<file path="src/rtl/axi4_burst_tester.sv">
// AXI4 bring-up master: writes one INCR burst of seed+i, reads the same burst back and checks every beat.
// AXI valids rise two edges after start; every output is registered; each phase waits on its own handshake.
module axi4_burst_tester #(
   parameter int         ADDR_WIDTH = 32,
   parameter int         DATA_WIDTH = 32,
   parameter logic [7:0] AXI_ID     = 8'h00
) (
   input  logic                      axi_aclk,
   input  logic                      axi_resetn,
   input  logic                      start,
   input  logic [ADDR_WIDTH-1:0]     base_addr,
   input  logic [7:0]                burst_len,
   input  logic [DATA_WIDTH-1:0]     seed,
   output logic                      busy,
   output logic                      done,
   output logic                      pass,
   output logic [15:0]               err_cnt,
   output logic                      resp_err,
   output logic [7:0]                axi_awid,
   output logic [ADDR_WIDTH-1:0]     axi_awaddr,
   output logic [7:0]                axi_awlen,
   output logic [2:0]                axi_awsize,
   output logic [1:0]                axi_awburst,
   output logic                      axi_awlock,
   output logic [3:0]                axi_awcache,
   output logic [2:0]                axi_awprot,
   output logic [3:0]                axi_awqos,
   output logic [3:0]                axi_awregion,
   output logic                      axi_awvalid,
   input  logic                      axi_awready,
   output logic [DATA_WIDTH-1:0]     axi_wdata,
   output logic [DATA_WIDTH/8-1:0]   axi_wstrb,
   output logic                      axi_wlast,
   output logic                      axi_wvalid,
   input  logic                      axi_wready,
   input  logic [7:0]                axi_bid,
   input  logic [1:0]                axi_bresp,
   input  logic                      axi_bvalid,
   output logic                      axi_bready,
   output logic [7:0]                axi_arid,
   output logic [ADDR_WIDTH-1:0]     axi_araddr,
   output logic [7:0]                axi_arlen,
   output logic [2:0]                axi_arsize,
   output logic [1:0]                axi_arburst,
   output logic                      axi_arlock,
   output logic [3:0]                axi_arcache,
   output logic [2:0]                axi_arprot,
   output logic [3:0]                axi_arqos,
   output logic [3:0]                axi_arregion,
   output logic                      axi_arvalid,
   input  logic                      axi_arready,
   input  logic [7:0]                axi_rid,
   input  logic [DATA_WIDTH-1:0]     axi_rdata,
   input  logic [1:0]                axi_rresp,
   input  logic                      axi_rlast,
   input  logic                      axi_rvalid,
   output logic                      axi_rready
);
   localparam int STRB_W = DATA_WIDTH / 8;
   localparam int SIZE   = $clog2(STRB_W);

   typedef enum logic [2:0] {IDLE, WR, WR_RESP, RD_ADDR, RD, DONE} state_t;

   state_t                state, state_nxt;
   logic [ADDR_WIDTH-1:0] addr_q;
   logic [7:0]            len_q;
   logic [7:0]            beat;
   logic [DATA_WIDTH-1:0] seed_q;
   logic                  aw_sent, w_sent;
   logic                  aw_hs, w_hs, b_hs, ar_hs, r_hs;
   logic                  aw_done, w_done, rd_mis;
   logic [15:0]           err_nxt;
   logic                  resp_nxt;
   logic                  unused_ok;

   assign axi_awid     = AXI_ID;
   assign axi_awaddr   = addr_q;
   assign axi_awlen    = len_q;
   assign axi_awsize   = 3'(SIZE);
   assign axi_awburst  = 2'b01;
   assign axi_awlock   = 1'b0;
   assign axi_awcache  = 4'd0;
   assign axi_awprot   = 3'd0;
   assign axi_awqos    = 4'd0;
   assign axi_awregion = 4'd0;
   assign axi_wstrb    = '1;
   assign axi_arid     = AXI_ID;
   assign axi_araddr   = addr_q;
   assign axi_arlen    = len_q;
   assign axi_arsize   = 3'(SIZE);
   assign axi_arburst  = 2'b01;
   assign axi_arlock   = 1'b0;
   assign axi_arcache  = 4'd0;
   assign axi_arprot   = 3'd0;
   assign axi_arqos    = 4'd0;
   assign axi_arregion = 4'd0;
   assign unused_ok    = ^{axi_bid, axi_rid};

   assign aw_hs = axi_awvalid & axi_awready;
   assign w_hs  = axi_wvalid & axi_wready;
   assign b_hs  = axi_bvalid & axi_bready;
   assign ar_hs = axi_arvalid & axi_arready;
   assign r_hs  = axi_rvalid & axi_rready;

   // AW and the last W beat may complete in either order, or on the same edge
   assign aw_done = aw_sent | aw_hs;
   assign w_done  = w_sent | (w_hs & axi_wlast);

   assign rd_mis   = r_hs && (axi_rdata != seed_q + DATA_WIDTH'(beat));
   assign err_nxt  = (rd_mis && err_cnt != 16'hFFFF) ? err_cnt + 16'd1 : err_cnt;
   assign resp_nxt = resp_err
                   | (b_hs && axi_bresp != 2'b00)
                   | (r_hs && (axi_rresp != 2'b00 || axi_rlast != (beat == len_q)));

   always_ff @(posedge axi_aclk or negedge axi_resetn) begin
      if (!axi_resetn) state <= IDLE;
      else             state <= state_nxt;
   end

   always_comb begin
      state_nxt = state;
      case (state)
         IDLE:    if (start) state_nxt = WR;
         WR:      if (aw_done && w_done) state_nxt = WR_RESP;
         WR_RESP: if (b_hs) state_nxt = RD_ADDR;
         RD_ADDR: if (ar_hs) state_nxt = RD;
         RD:      if (r_hs && beat == len_q) state_nxt = DONE;
         DONE:    state_nxt = IDLE;
         default: state_nxt = IDLE;
      endcase
   end

   always_ff @(posedge axi_aclk or negedge axi_resetn) begin
      if (!axi_resetn) begin
         addr_q      <= '0;
         len_q       <= '0;
         seed_q      <= '0;
         beat        <= '0;
         aw_sent     <= 1'b0;
         w_sent      <= 1'b0;
         busy        <= 1'b0;
         done        <= 1'b0;
         pass        <= 1'b0;
         err_cnt     <= '0;
         resp_err    <= 1'b0;
         axi_awvalid <= 1'b0;
         axi_wvalid  <= 1'b0;
         axi_wdata   <= '0;
         axi_wlast   <= 1'b0;
         axi_bready  <= 1'b0;
         axi_arvalid <= 1'b0;
         axi_rready  <= 1'b0;
      end else begin
         done <= 1'b0;
         case (state)
            IDLE: if (start) begin
               addr_q   <= base_addr & ~ADDR_WIDTH'(STRB_W - 1);
               len_q    <= burst_len;
               seed_q   <= seed;
               beat     <= '0;
               aw_sent  <= 1'b0;
               w_sent   <= 1'b0;
               err_cnt  <= '0;
               resp_err <= 1'b0;
               pass     <= 1'b0;
            end
            WR: begin
               // busy is still low only on the first WR cycle: launch AW and W together
               if (!busy) begin
                  busy        <= 1'b1;
                  axi_awvalid <= 1'b1;
                  axi_wvalid  <= 1'b1;
                  axi_wdata   <= seed_q;
                  axi_wlast   <= (len_q == 8'd0);
               end
               if (aw_hs) begin
                  axi_awvalid <= 1'b0;
                  aw_sent     <= 1'b1;
               end
               if (w_hs) begin
                  if (axi_wlast) begin
                     axi_wvalid <= 1'b0;
                     axi_wlast  <= 1'b0;
                     w_sent     <= 1'b1;
                  end else begin
                     axi_wdata <= axi_wdata + DATA_WIDTH'(1);
                     beat      <= beat + 8'd1;
                     axi_wlast <= (beat + 8'd1 == len_q);
                  end
               end
               if (aw_done && w_done) axi_bready <= 1'b1;
            end
            WR_RESP: if (b_hs) begin
               axi_bready  <= 1'b0;
               axi_arvalid <= 1'b1;
               resp_err    <= resp_nxt;
            end
            RD_ADDR: if (ar_hs) begin
               axi_arvalid <= 1'b0;
               axi_rready  <= 1'b1;
               beat        <= '0;
            end
            RD: if (r_hs) begin
               beat     <= beat + 8'd1;
               err_cnt  <= err_nxt;
               resp_err <= resp_nxt;
               if (beat == len_q) begin
                  axi_rready <= 1'b0;
                  done       <= 1'b1;
                  busy       <= 1'b0;
                  pass       <= (err_nxt == 16'd0) && !resp_nxt;
               end
            end
            default: ;
         endcase
      end
   end
endmodule

</file>
<file path="config.mk">
export PLATFORM = sky130hd
export DESIGN_NAME = axi4_burst_tester
export DESIGN_NICKNAME = d
export VERILOG_FILES = /design/src/rtl/axi4_burst_tester.sv
export SDC_FILE = /design/constraint.sdc
export NUM_CORES = 1
export LEC_CHECK = 0
export BUFFER_PORTS_ARGS = -buffer_cell sky130_fd_sc_hd__buf_4
export CORE_UTILIZATION = 40
export CTS_CLUSTER_DIAMETER = 50
export CTS_CLUSTER_SIZE = 10
export DETAILED_ROUTE_END_ITERATION = 10
export PLACE_DENSITY = 0.78
export REMOVE_ABC_BUFFERS = 1
export SYNTH_ARGS = -nofsm -noshare
export SYNTH_HDL_FRONTEND = slang
export SYNTH_SLANG_ARGS = --single-unit
</file>
<file path="constraint.sdc">
create_clock -name axi_aclk -period 5.7 [get_ports axi_aclk]
set_clock_uncertainty 0.2 [all_clocks]
set_input_delay 0.57 -clock axi_aclk [delete_from_list [all_inputs] [get_ports axi_aclk]]
set_output_delay 0.57 -clock axi_aclk [all_outputs]
set_load 0.02 [all_outputs]
</file>
==> flow_summary.json <==
{
  "outcome": "complete, but fails checks",
  "violations": "DRC",
  "rows": 55,
  "die-height_um": 154,
  "fp.dieW_um": 154,
  "wl_mm": 26.3,
  "synth_seq_area_share_pct": 38.4,
  "antenna_found_initial": 0,
  "grt_pass1_vias": 7957,
  "cpMaxStageDelayCell": "or4_4",
  "crit_family": "simple AND/OR/NAND/NOR gates",
  "final_cells": 1506,
  "final.setup.tns_ps": 0,
  "globalRouteMet3Util_pct": 5.44,
  "critical_path_arrival_ps": 4780,
  "diodes": 0,
  "grt_pass1_wl_mm": 41.9,
  "initial_core_util_pct": 40.7,
  "crit_required_ps": 5860,
  "synthFlopType": "dfrtp_1",
  "met2_usage_pct": 36.6,
  "cts.sinks": 141,
  "layout_commonest_cell": "buf_4",
  "yosysUniqueCellTypes": 72,
  "boundaryPins": 333,
  "timing.slew.headroom_pct": 29.7,
  "cp_max_fo": 12,
  "postCtsResizedCells": 0,
  "htreeDepth": 4,
  "leakagePower_uw": 0.00494,
  "cp-start-kind": "flip-flop",
  "layout.nets": 1354,
  "synth-async-reset-ratio_pct": 100,
  "crit_buf_inv": 0,
  "finalWeightedCongestion": 0.911,
  "post_cts_buffers": 0,
  "hold_path_class": "in2async",
  "rsz0062_at_grt": "no",
  "post-route-min-period_ps": 4610,
  "setup-violations-final": 0,
  "drtAntennaViolNets": 0,
  "maxSlewViolCount": 0,
  "synth_edf_count": 0,
  "numCtsBuffers": 17,
  "num_vias": 8357,
  "clock_tree.root_cell": "clkbuf_16",
  "final_cell_mix": "buf_4 (252), dfrtp_1 (141), nand2_1 (83), a21oi_1 (83), o21ai_0 (79)",
  "dp.cells": 1475,
  "worstMarginPinSlew_ps": 1050,
  "drive_gt1_share_pct": 30.1,
  "clk_transition_reported_paths_ps": 60,
  "min_period_over_period_pct": 80.9,
  "gr-total-overflow": 0,
  "postSynthAreaPerCell_um2": 8.97,
  "core_area_um2": 22600,
  "grt_max_degree": 102,
  "ys_ff_latch": 141,
  "routedWlPerCell_um": 17.5,
  "cts_hold_buffers": 0,
  "tritoncts": "yes",
  "crit_path_max_incr_delay_ps": 590,
  "dp_hpwl_mm": 19.2,
  "portBuffers": 248,
  "drc": 4,
  "clk_path_buf_depth": 2,
  "die_area_um2": 23600,
  "drtIter0Drc": 711,
  "ys_warn_count": 0,
  "power_per_cell_area_nw_per_um2": 371,
  "crit_path_end_kind": "flip-flop",
  "clk_latency_ps": 430,
  "timing.fmax_mhz": 217,
  "grt.total_usage_pct": 22.5,
  "max-vdd-ir-drop_v": 0.000269,
  "busiest_layer": "met2",
  "drtPass1Iterations": 8,
  "area_delta_synth_final_pct": 23.2,
  "critPathKind": "reg2reg",
  "maxCapViolCount": 0,
  "hold_viol": 0,
  "via_per_inst": 5.55,
  "crit_chain": "ha_1, fa_1, a211oi_1, o21ai_1, xnor2_1, nand3_1, or4_1, or4_4, o21ai_4, nor2_2, or4_1, a221oi_2, a31o_1",
  "met1_usage_pct": 29.0,
  "syn_inst": 1025,
  "synth.cell_area_um2": 9200,
  "cp_common_cell": "or4_1"
}
==> path summary, 6_finish.rpt <==
| kind | slack (ps) | cells past startpoint | end | start |
|---|---|---|---|---|
| setup / recovery | 1090 | 13 | pass | beat[0] |
| hold / removal | 50 | 1 | err_cnt[2] | axi_resetn |
| setup reg to reg | 1090 | 13 | pass | beat[0] |
| hold reg to reg | 310 | 2 | w_sent | w_sent |
| max in group asynchronous | 4080 | 2 | axi_wdata[12] | axi_resetn |
| min in group axi_aclk | 150 | 2 | axi_awvalid | axi_awready |
==> cell usage after synthesis, types with 7 or more instances <==
cell	count	area, um2
o21ai_0	79	395
mux2_2	71	800
dfrtp_1	141	3530
nor3_1	10	50.1
xor2_1	29	254
o31ai_1	14	105
nor4_1	11	68.8
a31oi_1	11	68.8
and3_1	17	106
nand2_1	83	312
inv_1	17	63.8
buf_4	104	781
xnor2_1	37	324
nor2_1	60	225
nand3_1	53	265
nand4_1	26	163
a21oi_1	83	415
o22ai_1	13	81.3
clkbuf_1	44	165
ha_1	11	138
o211ai_1	7	52.6
==> power breakdown <==
group / leakage [uW] / total, uW / switching (uW) / internal [uW]
Combinational: 0.00297 / 1530 / 816 / 716
Clock: 0.000274 / 1130 / 482 / 652
Sequential: 0.00169 / 1530 / 323 / 1210
Total: 0.00494 / 4200 / 1620 / 2580
==> cells by family after synthesis <==
logic type,share of synthesized area [%]
xor+xnor,6.29
flops,38.4
compound gates,16.7
other cells,0.0817
mux,9.13
fa+ha+maj,1.71
buf+inv,11.2
simple gates,16.5
==> sequential cells by signal (all words and copies together) (netlist names), 3 cells and up <==
signal / count
beat: 8
axi_araddr: 30
state: 3
err_cnt: 16
axi_arlen: 8
axi_wdata: 32
seed_q: 32
==> stage by stage <==
| stage | power, uW | hold WS [ps] | worst slack (ps) | util [%] | area (um2) |
|---|---|---|---|---|---|
| 6_report | 4200 | 48.9 | 1090 | 50.2 | 11300 |
| 3_5_place_dp | 3070 | 299 | 1130 | 47.6 | 10700 |
| 4_1_cts | 4210 | 107 | 1110 | 50.2 | 11300 |
| 5_1_grt | 4420 | 120 | 829 | 50.2 | 11300 |
| 3_3_place_gp | 3030 | 279 | 1150 | 47.6 | 10700 |
| 2_1_floorplan | 2410 | 74.4 | 1520 | - | 8470 |
==> metal layers <==
layer | part of all wire (%) | wire length (um)
met1 | 42 | 11000
met2 | 48 | 12500
met3 | 8.1 | 2140
met4 | 2.4 | 633
met5 | 0 | 0
==> final cells by class <==
type                    instances  area (um2)
well taps                     285         357
inverters                      17        63.8
flip-flops and latches        141        3530
clock buffers                  17         425
multi-input cells             779        4890
repair buffers                253        1900
fillers                      2039       11200
clock inverters                14         160
Note: power is estimated with default switching activity, not from simulation.
